### src/rtl/mem_port_arbiter_if.sv
// Bundle of requester (IF, LSU) and memory-port signals around the shared memory-port arbiter.
// The master modport is the arbiter's view; slave is the environment around it.
interface mem_port_arbiter_if #(
    parameter int ADDR_W = 64,
    parameter int DATA_W = 64
);
    localparam int MASK_W = DATA_W / 8;

    logic              if_req_valid;
    logic              if_req_ready;
    logic [ADDR_W-1:0] if_req_addr;
    logic              if_rsp_valid;
    logic [DATA_W-1:0] if_rsp_rdata;

    logic              lsu_req_valid;
    logic              lsu_req_ready;
    logic [ADDR_W-1:0] lsu_req_addr;
    logic              lsu_req_wen;
    logic [DATA_W-1:0] lsu_req_wdata;
    logic [MASK_W-1:0] lsu_req_wmask;
    logic              lsu_rsp_valid;
    logic [DATA_W-1:0] lsu_rsp_rdata;

    logic              mem_req_valid;
    logic              mem_req_ready;
    logic [ADDR_W-1:0] mem_req_addr;
    logic              mem_req_wen;
    logic [DATA_W-1:0] mem_req_wdata;
    logic [MASK_W-1:0] mem_req_wmask;
    logic              mem_rsp_valid;
    logic [DATA_W-1:0] mem_rsp_rdata;

    modport master (
        input  if_req_valid, if_req_addr,
        input  lsu_req_valid, lsu_req_addr, lsu_req_wen, lsu_req_wdata, lsu_req_wmask,
        input  mem_req_ready, mem_rsp_valid, mem_rsp_rdata,
        output if_req_ready, if_rsp_valid, if_rsp_rdata,
        output lsu_req_ready, lsu_rsp_valid, lsu_rsp_rdata,
        output mem_req_valid, mem_req_addr, mem_req_wen, mem_req_wdata, mem_req_wmask
    );

    modport slave (
        output if_req_valid, if_req_addr,
        output lsu_req_valid, lsu_req_addr, lsu_req_wen, lsu_req_wdata, lsu_req_wmask,
        output mem_req_ready, mem_rsp_valid, mem_rsp_rdata,
        input  if_req_ready, if_rsp_valid, if_rsp_rdata,
        input  lsu_req_ready, lsu_rsp_valid, lsu_rsp_rdata,
        input  mem_req_valid, mem_req_addr, mem_req_wen, mem_req_wdata, mem_req_wmask
    );
endinterface

### src/rtl/mem_port_arbiter.sv
// Single-outstanding arbiter sharing one memory port between instruction fetch and the LSU.
// LSU wins by default; a starvation counter forces an IF grant after STARVE_LIMIT LSU wins.
module mem_port_arbiter #(
    parameter int ADDR_W       = 64,
    parameter int DATA_W       = 64,
    parameter int STARVE_LIMIT = 4
) (
    input  logic                clk,
    input  logic                rst,
    mem_port_arbiter_if.master  bus
);
    localparam int MASK_W = DATA_W / 8;
    localparam int CNT_W  = $clog2(STARVE_LIMIT + 1);
    localparam logic [CNT_W-1:0] LIMIT_C = CNT_W'(STARVE_LIMIT);

    typedef enum logic [1:0] {
        ST_IDLE = 2'd0,
        ST_REQ  = 2'd1,
        ST_WAIT = 2'd2
    } state_t;

    state_t            state_r;
    state_t            state_nxt_s;
    logic [CNT_W-1:0]  starve_cnt_r;
    logic [CNT_W-1:0]  starve_cnt_nxt_s;
    logic              owner_lsu_r;
    logic [ADDR_W-1:0] addr_r;
    logic              wen_r;
    logic [DATA_W-1:0] wdata_r;
    logic [MASK_W-1:0] wmask_r;

    logic              pick_lsu_s;
    logic              pick_if_s;
    logic              idle_s;
    logic              grant_lsu_s;
    logic              grant_if_s;
    logic              rsp_fire_s;

    // Priority pick: LSU unless IF has been starved, then IF, then LSU as fallback
    always_comb begin
        pick_lsu_s = 1'b0;
        pick_if_s  = 1'b0;
        if (bus.lsu_req_valid && (starve_cnt_r < LIMIT_C)) begin
            pick_lsu_s = 1'b1;
        end else if (bus.if_req_valid) begin
            pick_if_s = 1'b1;
        end else if (bus.lsu_req_valid) begin
            pick_lsu_s = 1'b1;
        end else begin
            pick_lsu_s = 1'b0;
            pick_if_s  = 1'b0;
        end
    end

    // Requests are only accepted in IDLE and never while reset is held
    assign idle_s      = (state_r == ST_IDLE) && !rst;
    assign grant_lsu_s = idle_s && pick_lsu_s;
    assign grant_if_s  = idle_s && pick_if_s;
    assign rsp_fire_s  = (state_r == ST_WAIT) && bus.mem_rsp_valid && !rst;

    // Starvation counter update: counts LSU wins over a waiting IF, saturating
    always_comb begin
        starve_cnt_nxt_s = starve_cnt_r;
        if (grant_if_s) begin
            starve_cnt_nxt_s = {CNT_W{1'b0}};
        end else if (idle_s && !bus.if_req_valid) begin
            starve_cnt_nxt_s = {CNT_W{1'b0}};
        end else if (grant_lsu_s) begin
            if (starve_cnt_r < LIMIT_C) begin
                starve_cnt_nxt_s = starve_cnt_r + CNT_W'(1);
            end else begin
                starve_cnt_nxt_s = starve_cnt_r;
            end
        end else begin
            starve_cnt_nxt_s = starve_cnt_r;
        end
    end

    // Transaction sequencing: IDLE -> REQ -> WAIT -> IDLE
    always_comb begin
        state_nxt_s = state_r;
        case (state_r)
            ST_IDLE: begin
                if (grant_lsu_s || grant_if_s) begin
                    state_nxt_s = ST_REQ;
                end else begin
                    state_nxt_s = ST_IDLE;
                end
            end
            ST_REQ: begin
                if (bus.mem_req_ready) begin
                    state_nxt_s = ST_WAIT;
                end else begin
                    state_nxt_s = ST_REQ;
                end
            end
            ST_WAIT: begin
                if (bus.mem_rsp_valid) begin
                    state_nxt_s = ST_IDLE;
                end else begin
                    state_nxt_s = ST_WAIT;
                end
            end
            default: begin
                state_nxt_s = ST_IDLE;
            end
        endcase
    end

    // Request-side outputs: ready is a pure IDLE decode, memory request comes from the latches
    always_comb begin
        bus.if_req_ready  = grant_if_s;
        bus.lsu_req_ready = grant_lsu_s;
        bus.mem_req_valid = (state_r == ST_REQ) && !rst;
        bus.mem_req_addr  = addr_r;
        bus.mem_req_wen   = wen_r;
        bus.mem_req_wdata = wdata_r;
        bus.mem_req_wmask = wmask_r;
    end

    // Response routing: the memory response passes straight through to the owner only
    always_comb begin
        bus.if_rsp_valid  = 1'b0;
        bus.if_rsp_rdata  = {DATA_W{1'b0}};
        bus.lsu_rsp_valid = 1'b0;
        bus.lsu_rsp_rdata = {DATA_W{1'b0}};
        if (rsp_fire_s) begin
            if (owner_lsu_r) begin
                bus.lsu_rsp_valid = 1'b1;
                bus.lsu_rsp_rdata = bus.mem_rsp_rdata;
            end else begin
                bus.if_rsp_valid = 1'b1;
                bus.if_rsp_rdata = bus.mem_rsp_rdata;
            end
        end else begin
            bus.if_rsp_valid  = 1'b0;
            bus.lsu_rsp_valid = 1'b0;
        end
    end

    // State, starvation history and granted-request latches
    always_ff @(posedge clk) begin
        if (rst) begin
            state_r      <= ST_IDLE;
            starve_cnt_r <= {CNT_W{1'b0}};
            owner_lsu_r  <= 1'b0;
            addr_r       <= {ADDR_W{1'b0}};
            wen_r        <= 1'b0;
            wdata_r      <= {DATA_W{1'b0}};
            wmask_r      <= {MASK_W{1'b0}};
        end else begin
            state_r      <= state_nxt_s;
            starve_cnt_r <= starve_cnt_nxt_s;
            if (grant_lsu_s) begin
                owner_lsu_r <= 1'b1;
                addr_r      <= bus.lsu_req_addr;
                wen_r       <= bus.lsu_req_wen;
                wdata_r     <= bus.lsu_req_wdata;
                wmask_r     <= bus.lsu_req_wmask;
            end else if (grant_if_s) begin
                // Fetches are always plain reads
                owner_lsu_r <= 1'b0;
                addr_r      <= bus.if_req_addr;
                wen_r       <= 1'b0;
                wdata_r     <= {DATA_W{1'b0}};
                wmask_r     <= {MASK_W{1'b0}};
            end else begin
                owner_lsu_r <= owner_lsu_r;
            end
        end
    end
endmodule

### src/flat_wrapper.sv
// flat-port wrapper written by rule: the top's interface ports become plain ports
module mem_port_arbiter_flat 
#(
    parameter int ADDR_W       = 64,
    parameter int DATA_W       = 64,
    parameter int STARVE_LIMIT = 4
)
  (clk, rst, bus_if_req_valid, bus_if_req_addr, bus_lsu_req_valid, bus_lsu_req_addr, bus_lsu_req_wen, bus_lsu_req_wdata, bus_lsu_req_wmask, bus_mem_req_ready, bus_mem_rsp_valid, bus_mem_rsp_rdata, bus_if_req_ready, bus_if_rsp_valid, bus_if_rsp_rdata, bus_lsu_req_ready, bus_lsu_rsp_valid, bus_lsu_rsp_rdata, bus_mem_req_valid, bus_mem_req_addr, bus_mem_req_wen, bus_mem_req_wdata, bus_mem_req_wmask);
  mem_port_arbiter_if #(.ADDR_W(ADDR_W), .DATA_W(DATA_W)) bus_i ();
  input  logic clk;
  input  logic rst;
  input wire logic [$bits(bus_i.if_req_valid)-1:0] bus_if_req_valid;
  input wire logic [$bits(bus_i.if_req_addr)-1:0] bus_if_req_addr;
  input wire logic [$bits(bus_i.lsu_req_valid)-1:0] bus_lsu_req_valid;
  input wire logic [$bits(bus_i.lsu_req_addr)-1:0] bus_lsu_req_addr;
  input wire logic [$bits(bus_i.lsu_req_wen)-1:0] bus_lsu_req_wen;
  input wire logic [$bits(bus_i.lsu_req_wdata)-1:0] bus_lsu_req_wdata;
  input wire logic [$bits(bus_i.lsu_req_wmask)-1:0] bus_lsu_req_wmask;
  input wire logic [$bits(bus_i.mem_req_ready)-1:0] bus_mem_req_ready;
  input wire logic [$bits(bus_i.mem_rsp_valid)-1:0] bus_mem_rsp_valid;
  input wire logic [$bits(bus_i.mem_rsp_rdata)-1:0] bus_mem_rsp_rdata;
  output wire logic [$bits(bus_i.if_req_ready)-1:0] bus_if_req_ready;
  output wire logic [$bits(bus_i.if_rsp_valid)-1:0] bus_if_rsp_valid;
  output wire logic [$bits(bus_i.if_rsp_rdata)-1:0] bus_if_rsp_rdata;
  output wire logic [$bits(bus_i.lsu_req_ready)-1:0] bus_lsu_req_ready;
  output wire logic [$bits(bus_i.lsu_rsp_valid)-1:0] bus_lsu_rsp_valid;
  output wire logic [$bits(bus_i.lsu_rsp_rdata)-1:0] bus_lsu_rsp_rdata;
  output wire logic [$bits(bus_i.mem_req_valid)-1:0] bus_mem_req_valid;
  output wire logic [$bits(bus_i.mem_req_addr)-1:0] bus_mem_req_addr;
  output wire logic [$bits(bus_i.mem_req_wen)-1:0] bus_mem_req_wen;
  output wire logic [$bits(bus_i.mem_req_wdata)-1:0] bus_mem_req_wdata;
  output wire logic [$bits(bus_i.mem_req_wmask)-1:0] bus_mem_req_wmask;
  assign bus_i.if_req_valid = bus_if_req_valid;
  assign bus_i.if_req_addr = bus_if_req_addr;
  assign bus_i.lsu_req_valid = bus_lsu_req_valid;
  assign bus_i.lsu_req_addr = bus_lsu_req_addr;
  assign bus_i.lsu_req_wen = bus_lsu_req_wen;
  assign bus_i.lsu_req_wdata = bus_lsu_req_wdata;
  assign bus_i.lsu_req_wmask = bus_lsu_req_wmask;
  assign bus_i.mem_req_ready = bus_mem_req_ready;
  assign bus_i.mem_rsp_valid = bus_mem_rsp_valid;
  assign bus_i.mem_rsp_rdata = bus_mem_rsp_rdata;
  assign bus_if_req_ready = bus_i.if_req_ready;
  assign bus_if_rsp_valid = bus_i.if_rsp_valid;
  assign bus_if_rsp_rdata = bus_i.if_rsp_rdata;
  assign bus_lsu_req_ready = bus_i.lsu_req_ready;
  assign bus_lsu_rsp_valid = bus_i.lsu_rsp_valid;
  assign bus_lsu_rsp_rdata = bus_i.lsu_rsp_rdata;
  assign bus_mem_req_valid = bus_i.mem_req_valid;
  assign bus_mem_req_addr = bus_i.mem_req_addr;
  assign bus_mem_req_wen = bus_i.mem_req_wen;
  assign bus_mem_req_wdata = bus_i.mem_req_wdata;
  assign bus_mem_req_wmask = bus_i.mem_req_wmask;
  mem_port_arbiter #(.ADDR_W(ADDR_W), .DATA_W(DATA_W), .STARVE_LIMIT(STARVE_LIMIT)) u_core (.clk(clk), .rst(rst), .bus(bus_i));
endmodule
### config.mk
export PLATFORM = sky130hd
export DESIGN_NAME = mem_port_arbiter_flat
export DESIGN_NICKNAME = d
export VERILOG_FILES = /design/src/rtl/mem_port_arbiter_if.sv /design/src/rtl/mem_port_arbiter.sv /design/src/flat_wrapper.sv
export SDC_FILE = /design/constraint.sdc
export NUM_CORES = 1
export LEC_CHECK = 0
export ABC_AREA = 1
export CORE_AREA = 8 8 203 205
export CTS_BUF_LIST = sky130_fd_sc_hd__clkbuf_16
export DETAILED_ROUTE_END_ITERATION = 8
export DIE_AREA = 0 0 211 213
export GPL_ROUTABILITY_DRIVEN = 0
export GPL_TIMING_DRIVEN = 1
export MAX_ROUTING_LAYER = met4
export PLACE_DENSITY_LB_ADDON = 0.12
export SLEW_MARGIN = 0
export SYNTH_ARGS = -nofsm -noshare
export SYNTH_HDL_FRONTEND = slang
export SYNTH_SLANG_ARGS = --single-unit
### constraint.sdc
create_clock -name clk -period 2.8 [get_ports clk]
set_input_delay 0.84 -clock clk [delete_from_list [all_inputs] [get_ports clk]]
set_output_delay 0.84 -clock clk [all_outputs]
set_load 0.005 [all_outputs]
==> impl_results.md <==
* Final setup violation count at 87
* Syn Area/Cell at slightly above 6 µm²
* CTS Buffer Depth at 2
* Antenna violations before repair at 14
* Clock skew at 0.00876 ns
* Unique masters post-synth at 26
* Yosys Warn Count at 0
* Violated checks: setup timing
* Clock-pin transition on the worst setup and hold timing paths at about 0.060 ns
* Area of the multi-input gates at between 4000 and 5000 µm²
* GRT Residual Overflow at 0
* EDFF count, synth at 0
* Fmax at 323 MHz
* Register area at approximately 2900 µm²
* Critical path fanouts, max at 6
* Detail Route Antenna Nets at 0
* Critical path class: in2out
* Max-Cap Viols at 0
* Largest net degree at the start of global routing at ~110
* Crit path from: rst
* Post-route minimum period at around 3.1 ns
* Placed inst area at approximately 13000 µm²
* Root buf cell: clkbuf_16
* DRC at 0
* Worst skew pair latency at around 0.42 ns
* Worst Tran Pin Value at around 0.90 ns
* RSZ-0062 raised after global routing: yes
* Final setup margin at -0.295 ns
* Endpoint class of the critical path: primary output
* Post-DP HPWL at a little over 30 mm
* Slew headroom at 0.402
* Tcrit/Tclk final at 1.11
* Total wire length at approximately 44 mm
* Die Ht at roughly 210 µm
* DR pass1 iterations at 5
* GRT Overall Usage at 0.179
* Hold Vio Cnt, Final at 0
* Via density at between 4 and 5
* I/O Buffers at 540
* Number of fill cells at a little over 4000
* Die ar. at between 40000 and 50000 µm²
* # IOs at ~540
* Worst path required time at 1.96 ns
* Via count at around 9500
* Synth async-reset ratio at 0
* Via count of the first global-routing pass at ~9200
* Post-synthesis sequential area ratio at 0.386
* RR Startpoint: u_core.state_r[1]$_SDFF_PP0_
* # hold bufs at CTS at 0
* Cell leakage power at roughly 6.7 nW
* Yosys reg bits at around 140
* CTS tree: done
* CP arrival at roughly 2.3 ns
* Worst min-delay path class: reg2reg
* Finished Cell Area at 14700 µm²
* Hold wc startpoint: u_core.starve_cnt_r[1]$_SDFFE_PP0P_
* Nets at about 2000
* Detailed Route Iter0 Violations at 580
* Post-Syn Instances at roughly 1200
* Core area at between 30000 and 40000 µm²
* Share of layout cells above drive strength 1 at 0.189
* Most frequent cells in the layout: clkdlybuf4s50_1, nand2_1, nand3_1, nor2_1, dfxtp_1
* Setup TNS at -12.89 ns
* Clk sinks at 143
* Min Hold Slack at ~0.48 ns
* FP Rows at 72
* Pwr Density at between 400 and 500 nW/µm²
* Run status: complete, but fails checks
* Total CTS buffers at 17
* Synth-to-layout area growth at 98.1%
* First-pass GRT wire length at about 60 mm
* Initial Utilization at 0.195
* Cell Area, Synth at between 7000 and 8000 µm²
* Die X at 211 µm
* Synth Net Count at between 1000 and 1500
* Max-slew violations at 0
* Commonest non-fill, non-tap cell in the layout: clkdlybuf4s50_1
* Startpoint class of the critical path: input pin
* Maximum vdd drop at a little under 0.4 mV
* Routed WL per cell at about 19 µm
* Ys flop type: dfxtp_1
* Htree depth at 4
synthesized netlist by cell type, types with 2 or more instances:
cell type,count,area (µm²)
nor2_1,259,972
buf_4,16,120
a21oi_1,75,375
buf_6,4,45.0
nand2_4,2,22.5
dfxtp_1,143,2860
nand2_1,272,1020
clkbuf_1,20,75.1
inv_1,137,514
inv_2,3,11.3
nand3_1,204,1020
buf_2,54,270
report_power, final:
| part | internal, W | switching (W) |
|---|---|---|
| clock network | 0.00133 | 0.000987 |
| logic | 0.000851 | 0.000751 |
| registers | 0.00219 | 0.0000780 |
| total | 0.00437 | 0.00182 |
final timing paths:
path / end / slack, ns / depth (start not counted)
max: bus_if_rsp_rdata[26] / -0.30 / 9
min: u_core.starve_cnt_r[1]$_SDFFE_PP0P_ / 0.48 / 2
max reg2reg: u_core.bus.mem_req_addr[18]$_SDFFE_PP0P_ / 0.62 / 10
min reg2reg: u_core.starve_cnt_r[1]$_SDFFE_PP0P_ / 0.48 / 2
logic make-up after synthesis:
kind of cell | synth area share
xor gates and xnor gates | 0.00118
DFF | 0.386
and+or+nand+nor | 0.416
AOI/OAI and AO/OA | 0.0545
adders and majority gates | 0.00169
buffers and inverters | 0.141
registers in the layout (all words and copies together), names as in the netlist:
register,count
u_core.bus.mem_req_addr,64
u_core.bus.mem_req_wdata,64
u_core.bus.mem_req_wen,1
u_core.bus.mem_req_wmask,8
u_core.owner_lsu_r,1
u_core.starve_cnt_r,3
u_core.state_r,2
what timing repair did:
action | CTS | global route
resized for setup | 495 | 273
cloned | 7 | 6
pin swaps | 6 | 10
setup endpoints to repair | 195 | 194
setup buffers | 15 | 17
cell type report:
type / count / area share
Clock inverter: 15 / 0.0106
Sequential cell: 143 / 0.195
Tap cell: 518 / 0.0441
Multi-Input combinational cell: 824 / 0.280
Inverter: 141 / 0.0364
Timing Repair Buffer: 604 / 0.403
Antenna cell: 14 / 0.00238
Clock buffer: 17 / 0.0289
critical path: stages:
cell and delay [ns]:
buf_8 0.10, inv_4 0.04, nand4_1 0.22, or2_4 0.39, buf_6 0.15, buf_6 0.13
buf_16 0.15, nor2_2 0.10, buf_2 0.12
layer usage:
layer,track usage,vias up,share of wire
met2,0.316,391,0.52
met4,0.0707,0,0.033
li1,-,4770,-
met1,0.186,4317,0.38
met5,-,-,0
met3,0.0555,68,0.073
per-stage QoR:
step,total power (W),instances,setup WS [ns],util
after global routing,0.00655,2276,-0.335,0.386
final,0.00618,2276,-0.295,0.386
after CTS,0.00628,2242,-0.306,0.367
after detailed placement,0.00388,2188,-0.904,0.347
after floorplan,0.00295,1203,0.340,-
after global placement,0.00388,2188,-0.848,0.347
Power figures use the tool's default switching activity.
==> RTL edit 1, RTL diff (same settings) <==
`ADDR_W` is set to 64 in 3 places; all go to 96.
--- a/src/rtl/mem_port_arbiter_if.sv
+++ b/src/rtl/mem_port_arbiter_if.sv
@@ -3,3 +3,3 @@
 interface mem_port_arbiter_if #(
-    parameter int ADDR_W = 64,
+    parameter int ADDR_W = 96,
     parameter int DATA_W = 64
--- a/src/rtl/mem_port_arbiter.sv
+++ b/src/rtl/mem_port_arbiter.sv
@@ -3,3 +3,3 @@
 module mem_port_arbiter #(
-    parameter int ADDR_W       = 64,
+    parameter int ADDR_W       = 96,
     parameter int DATA_W       = 64,
--- a/src/flat_wrapper.sv
+++ b/src/flat_wrapper.sv
@@ -3,3 +3,3 @@
 #(
-    parameter int ADDR_W       = 64,
+    parameter int ADDR_W       = 96,
     parameter int DATA_W       = 64,
Ports: changed (resized bus_if_req_addr, bus_lsu_req_addr and bus_mem_req_addr); port bits go from 541 to 637. No check against the original RTL was run, so the function may have changed too.
==> RTL edit 1 against the unedited design <==
The run still ends with setup timing left. Synthesized area is 23% higher. Clock skew is 0.0059 ns higher. Non-clock buffer count is 88 higher. Combinational power is 28% higher. Power is 18% higher. Sequential share of layout area is 1.6 points higher. Sequential power is 23% higher. Via count is 22% higher. Core utilization is 5.1 points higher. Synthesized cell count is 26% higher. Cell area is 13% higher. Sequential cell count is 32 higher. Routed wire length is 19% higher. Worst setup slack better by 0.085 ns. Largest cell class unchanged. Largest power group is now sequential cells.
==> RTL edit 1: results (changes against the unedited design) <==
cells_and_area:
  final-clk-cell-share_pct: 3.50  # was 3.96%
  final_cells: 2650  # was 2276
  nNetsFinal: 2443  # was 2003
  buffer_area_share_pct: 39.6  # was 40.3%
  design_area_sq_um: 16600  # was 14700 sq um
  layout-drive-gt1-share_pct: 12.0  # was 18.9%
  n_all_buffers: 692  # was 604
  sh_seq_area_pct: 21.1  # was 19.5%
  non_clock_inverter_count: 173  # was 141
  fillCellCount: 4048  # was 4053
  multi_input_comb_cells: 1048  # was 824
yosys:
  ys_seq_area_share_pct: 38.2  # was 38.6%
  synth_commonest_cells: "nand2_1, nor2_1, nand3_1"  # unchanged
  synth.area.top_cells: "dfxtp_1, nand2_1, nand3_1"  # was dfxtp_1, nand3_1, nand2_1
  synth.distinct_cells: 23  # was 26
  synth_ff_type: "dfxtp_1"  # unchanged
  syn_inst: 1514  # was 1203
place:
  dp.cells: 2575  # was 2188
  place_ws_ns: -0.921  # was -0.904 ns
  dp_hpwl_mm: 38.5  # was 31.1 mm
  portBuffers: 636  # was 540
  dpl_cell_area_sq_um: 15900  # was 13200 sq um
power_and_ir_drop:
  p_leak_uw: 0.00778  # was 0.00665 uW
  intPower_uw: 5110  # was 4370 uW
  ir_drop_uv: 407  # was 389 uV
clock_tree:
  post_cts_buffers: 23  # was 15
  path_clk_slew_ns: 0.06  # about the same
  cts.repair.resized: 464  # was 495
  cts.sinks: 175  # was 143
timing:
  timing.hold.ws_ns: 0.469  # was 0.477 ns
  tns_ns: -5.69  # was -12.89 ns
  setup_viol: 63  # was 87
  clock_skew_ns: 0.0147  # was 0.00876 ns
  fin_ws_ns: -0.210  # was -0.295 ns
drt:
  wl_met1_mm: 18.8  # was 16.4 mm
  ant_nets: 0  # unchanged
  drt-initial-drc-count: 713  # was 580
  avgViaCountPerCell: 4.38  # was 4.19
  totalWireLength_mm: 51.9  # was 43.5 mm
  wl_met3_mm: 3.61  # was 3.17 mm
outcome:
  outcome: "complete, but fails checks"  # unchanged
  violations: "setup timing"  # unchanged
setup_path:
  r2r_end: "u_core.bus.mem_req_wdata[53]"  # was u_core.bus.mem_req_addr[18]
  cp_slowest_stage_delay_ns: 0.27  # was 0.39 ns
  worst_r2r_path_depth: 8  # was 10
  cp.arrival_ns: 2.17  # was 2.26 ns
global_routing:
  use_met2_pct: 39.9  # was 31.6%
  met1_usage_pct: 21.8  # was 18.6%
  grt.total_usage_pct: 22.3  # was 17.9%
  antenna_found_initial: 12  # was 14
  grt_pass1_wl_mm: 74.0  # was 59.1 mm
  grt_start_max_net_pins: 135  # was 112
  grt_pass1_vias: 11700  # was 9217
  grtUsageMet3_pct: 7.07  # was 5.55%
RTL edit 1: cell types whose count changed after synthesis, sizes merged:
cell	unedited run	this run
buf	75	85
clkbuf	20	33
clkinv	1	0
dfxtp	143	175
inv	140	173
nand2	275	371
nand3	204	268
nor2	261	325
RTL edit 1: power by group through the flow:
stage          Combinational [uW]  Clock, uW  Sequential [uW]
4_1_cts                      2080       2530             2800
6_report                     2050       2450             2800
3_3_place_gp                 2040          0             2840
2_1_floorplan                 821          0             2860
3_5_place_dp                 2050          0             2850
5_1_grt                      2250       2640             2820
RTL edit 1: worst max-delay path, delay by kind of cell:
kind | cells | cell delay [ns]
and+or+nand+nor | 3 | 0.43
buffers and inverters | 8 | 0.90
RTL edit 1: kinds of logic after synthesis:
kind of cell	after synthesis	share of synthesized area (%)
XOR/XNOR	1	0.0956
buffers and inverters	291	13.5
adder cells (fa/ha/maj)	1	0.137
AO/OA/AOI/OAI	79	4.53
flip-flops	175	38.2
AND/OR/NAND/NOR	967	43.5
==> RTL edit 2, RTL diff (same flow settings) <==
Without the edit above. The 3 states of `state_t` get a one-hot encoding in 3 bits.
--- a/src/rtl/mem_port_arbiter.sv
+++ b/src/rtl/mem_port_arbiter.sv
@@ -15,6 +15,6 @@
 
-    typedef enum logic [1:0] {
-        ST_IDLE = 2'd0,
-        ST_REQ  = 2'd1,
-        ST_WAIT = 2'd2
+    typedef enum logic [2:0] {
+        ST_IDLE = 3'b001,
+        ST_REQ  = 3'b010,
+        ST_WAIT = 3'b100
     } state_t;
Formal check against the unedited RTL: no difference found for any inputs over 4 cycles, from zero or initial values and one cycle with rst high; so few cycles prove little.
==> RTL edit 2 against the unedited design <==
The run still ends with setup timing left. Cell area fell by 4.3%. Clock skew up 0.0043 ns. Routed wire length shrank 6.3%. Power rose by 1.4%. Sequential cell count rose by 1. Non-clock buffer count is 12 lower. Clock power rose by 4%. Sequential share of layout area up 1.0 points. Critical path depth grew 3. Worst setup slack improved by 0.051 ns. Final cell count fell by 0.48%. Global-route usage is 0.41 points lower. Synthesized area is 3.0% lower. Largest cell class unchanged. Highest routed layer unchanged.
==> RTL edit 2: results (changes against the unedited design) <==
drt:
  drt-initial-drc-count: 443  # was 580
  vias: 8954  # was 9546
  totalWireLength_mm: 40.8  # was 43.5 mm
timing:
  worstMarginPinSlew_ns: 0.816  # was 0.898 ns
  fin_ws_ns: -0.244  # was -0.295 ns
  setup_viol: 64  # was 87
global_routing:
  grt.total_usage_pct: 17.5  # was 17.9%
setup_path:
  r2r_end: "u_core.bus.mem_req_wdata[55]"  # was u_core.bus.mem_req_addr[18]
  worst_r2r_path_depth: 9  # was 10
  critPathMaxFanout: 5  # was 6
  cp.arrival_ns: 2.20  # was 2.26 ns
  cp_slowest_stage_delay_ns: 0.20  # was 0.39 ns
  crit_start: "bus_mem_rsp_valid"  # was rst
  r2r_setup_slack_ns: 0.69  # was 0.62 ns
yosys:
  synth_commonest_cells: "nand2_1, nor2_1, dfxtp_1"  # was nand2_1, nor2_1, nand3_1
  syn_area_per_cell_sq_um: 6.01  # was 6.17 sq um
  synth.area.top_cells: "dfxtp_1, nand2_1, nor2_1"  # was dfxtp_1, nand3_1, nand2_1
outcome:
  violations: "setup timing"  # unchanged
  outcome: "complete, but fails checks"  # unchanged
power_and_ir_drop:
  p_leak_uw: 0.00645  # was 0.00665 uW
place:
  dp_hpwl_mm: 31.3  # was 31.1 mm
  place_ws_ns: -1.06  # was -0.904 ns
cells_and_area:
  layout-drive-gt1-share_pct: 16.9  # was 18.9%
  nNetsFinal: 2001  # was 2003
hold_path:
  min_from: "u_core.bus.mem_req_wdata[48]"  # was u_core.starve_cnt_r[1]
  hold_path_end: "u_core.bus.mem_req_wdata[48]"  # was u_core.starve_cnt_r[1]
==> RTL edit 2: changes by cell type after synthesis, moves of 2 or more <==
cell / change
nand2_1: +137
nand3_1: -135
buf_2: -12
buf_4: -12
nor2_1: +7
clkbuf_1: +4
a21oi_1: +2
buf_1: +2
buf_6: +2
inv_2: +2
nand2_4: -2
nand4_1: +2
nor2_4: +2
==> RTL edit 2: kinds of logic after synthesis <==
group,Yosys count,synth area share [%]
buffers and inverters,220,13.0
XOR/XNOR,1,0.122
AND/OR/NAND/NOR,750,40.7
adder cells (fa/ha/maj),1,0.174
flip-flops,144,40.1
AO/OA/AOI/OAI,81,5.86
==> RTL edit 2: how the worst max path moves through the flow <==
stage	slack [ns]	depth (start not counted)	to
6_report	-0.24	12	bus_if_rsp_rdata[41]
4_1_cts	-0.28	12	bus_if_rsp_rdata[41]
3_5_place_dp	-1.06	10	bus_if_rsp_rdata[56]
2_1_floorplan	0.22	7	bus_lsu_rsp_rdata[10]
5_1_grt	-0.32	12	bus_if_rsp_rdata[41]
3_3_place_gp	-1.04	10	bus_if_rsp_rdata[56]
==> RTL edit 2: timing repair <==
item,4_1_cts,5_1_grt
endpoints found under the setup margin,132,130
gates resized for setup,475,154
buffers inserted,10,3
gates cloned,9,0
hold buffers,0,0
pin swaps,3,5
==> RTL edit 2: metal layers <==
metal | GRT usage, % | part of all wire (%) | vias up
met4 | 5.43 | 2.0 | 0
met1 | 17.8 | 38 | 3972
met3 | 4.70 | 6.3 | 31
met2 | 32.6 | 54 | 319
li1 | - | - | 4632
met5 | - | 0 | -
==> RTL edit 2: layout make-up <==
class	count	area, sq um
Fill cell	4097	24000
Multi-Input combinational cell	833	3750
Clock buffer	17	425
Sequential cell	144	2880
Antenna cell	5	12.5
Tap cell	518	648
Clock inverter	15	184
Inverter	141	544
Timing Repair Buffer	592	5620
==> RTL edit 2: worst reg2reg max path, cell delays in order (launching register included) <==
cell	delay [ns]
dfxtp_1	0.33
inv_2	0.08
nand3_2	0.11
nor2_4	0.10
buf_4	0.63
o21ai_4	0.13
buf_12	0.20
buf_12	0.17
nand2_1	0.14
a21oi_1	0.06
==> RTL edit 2: where the power goes <==
part | switching [uW] | internal (uW) | total (uW)
sequential | 81.2 | 2210 | 2290
combinational | 736 | 839 | 1570
clock | 984 | 1420 | 2400
total | 1800 | 4470 | 6270
==> RTL edit 2: through the flow <==
stage	area [sq um]	utilization, %	setup TNS [ns]	power [uW]
3_3_place_gp	13200	34.7	-122.51	3910
4_1_cts	14100	37.1	-10.82	6390
6_report	14100	36.9	-6.62	6270
2_1_floorplan	7190	-	0	2970
3_5_place_dp	13200	34.7	-127.19	3920
5_1_grt	14100	36.9	-11.98	6630
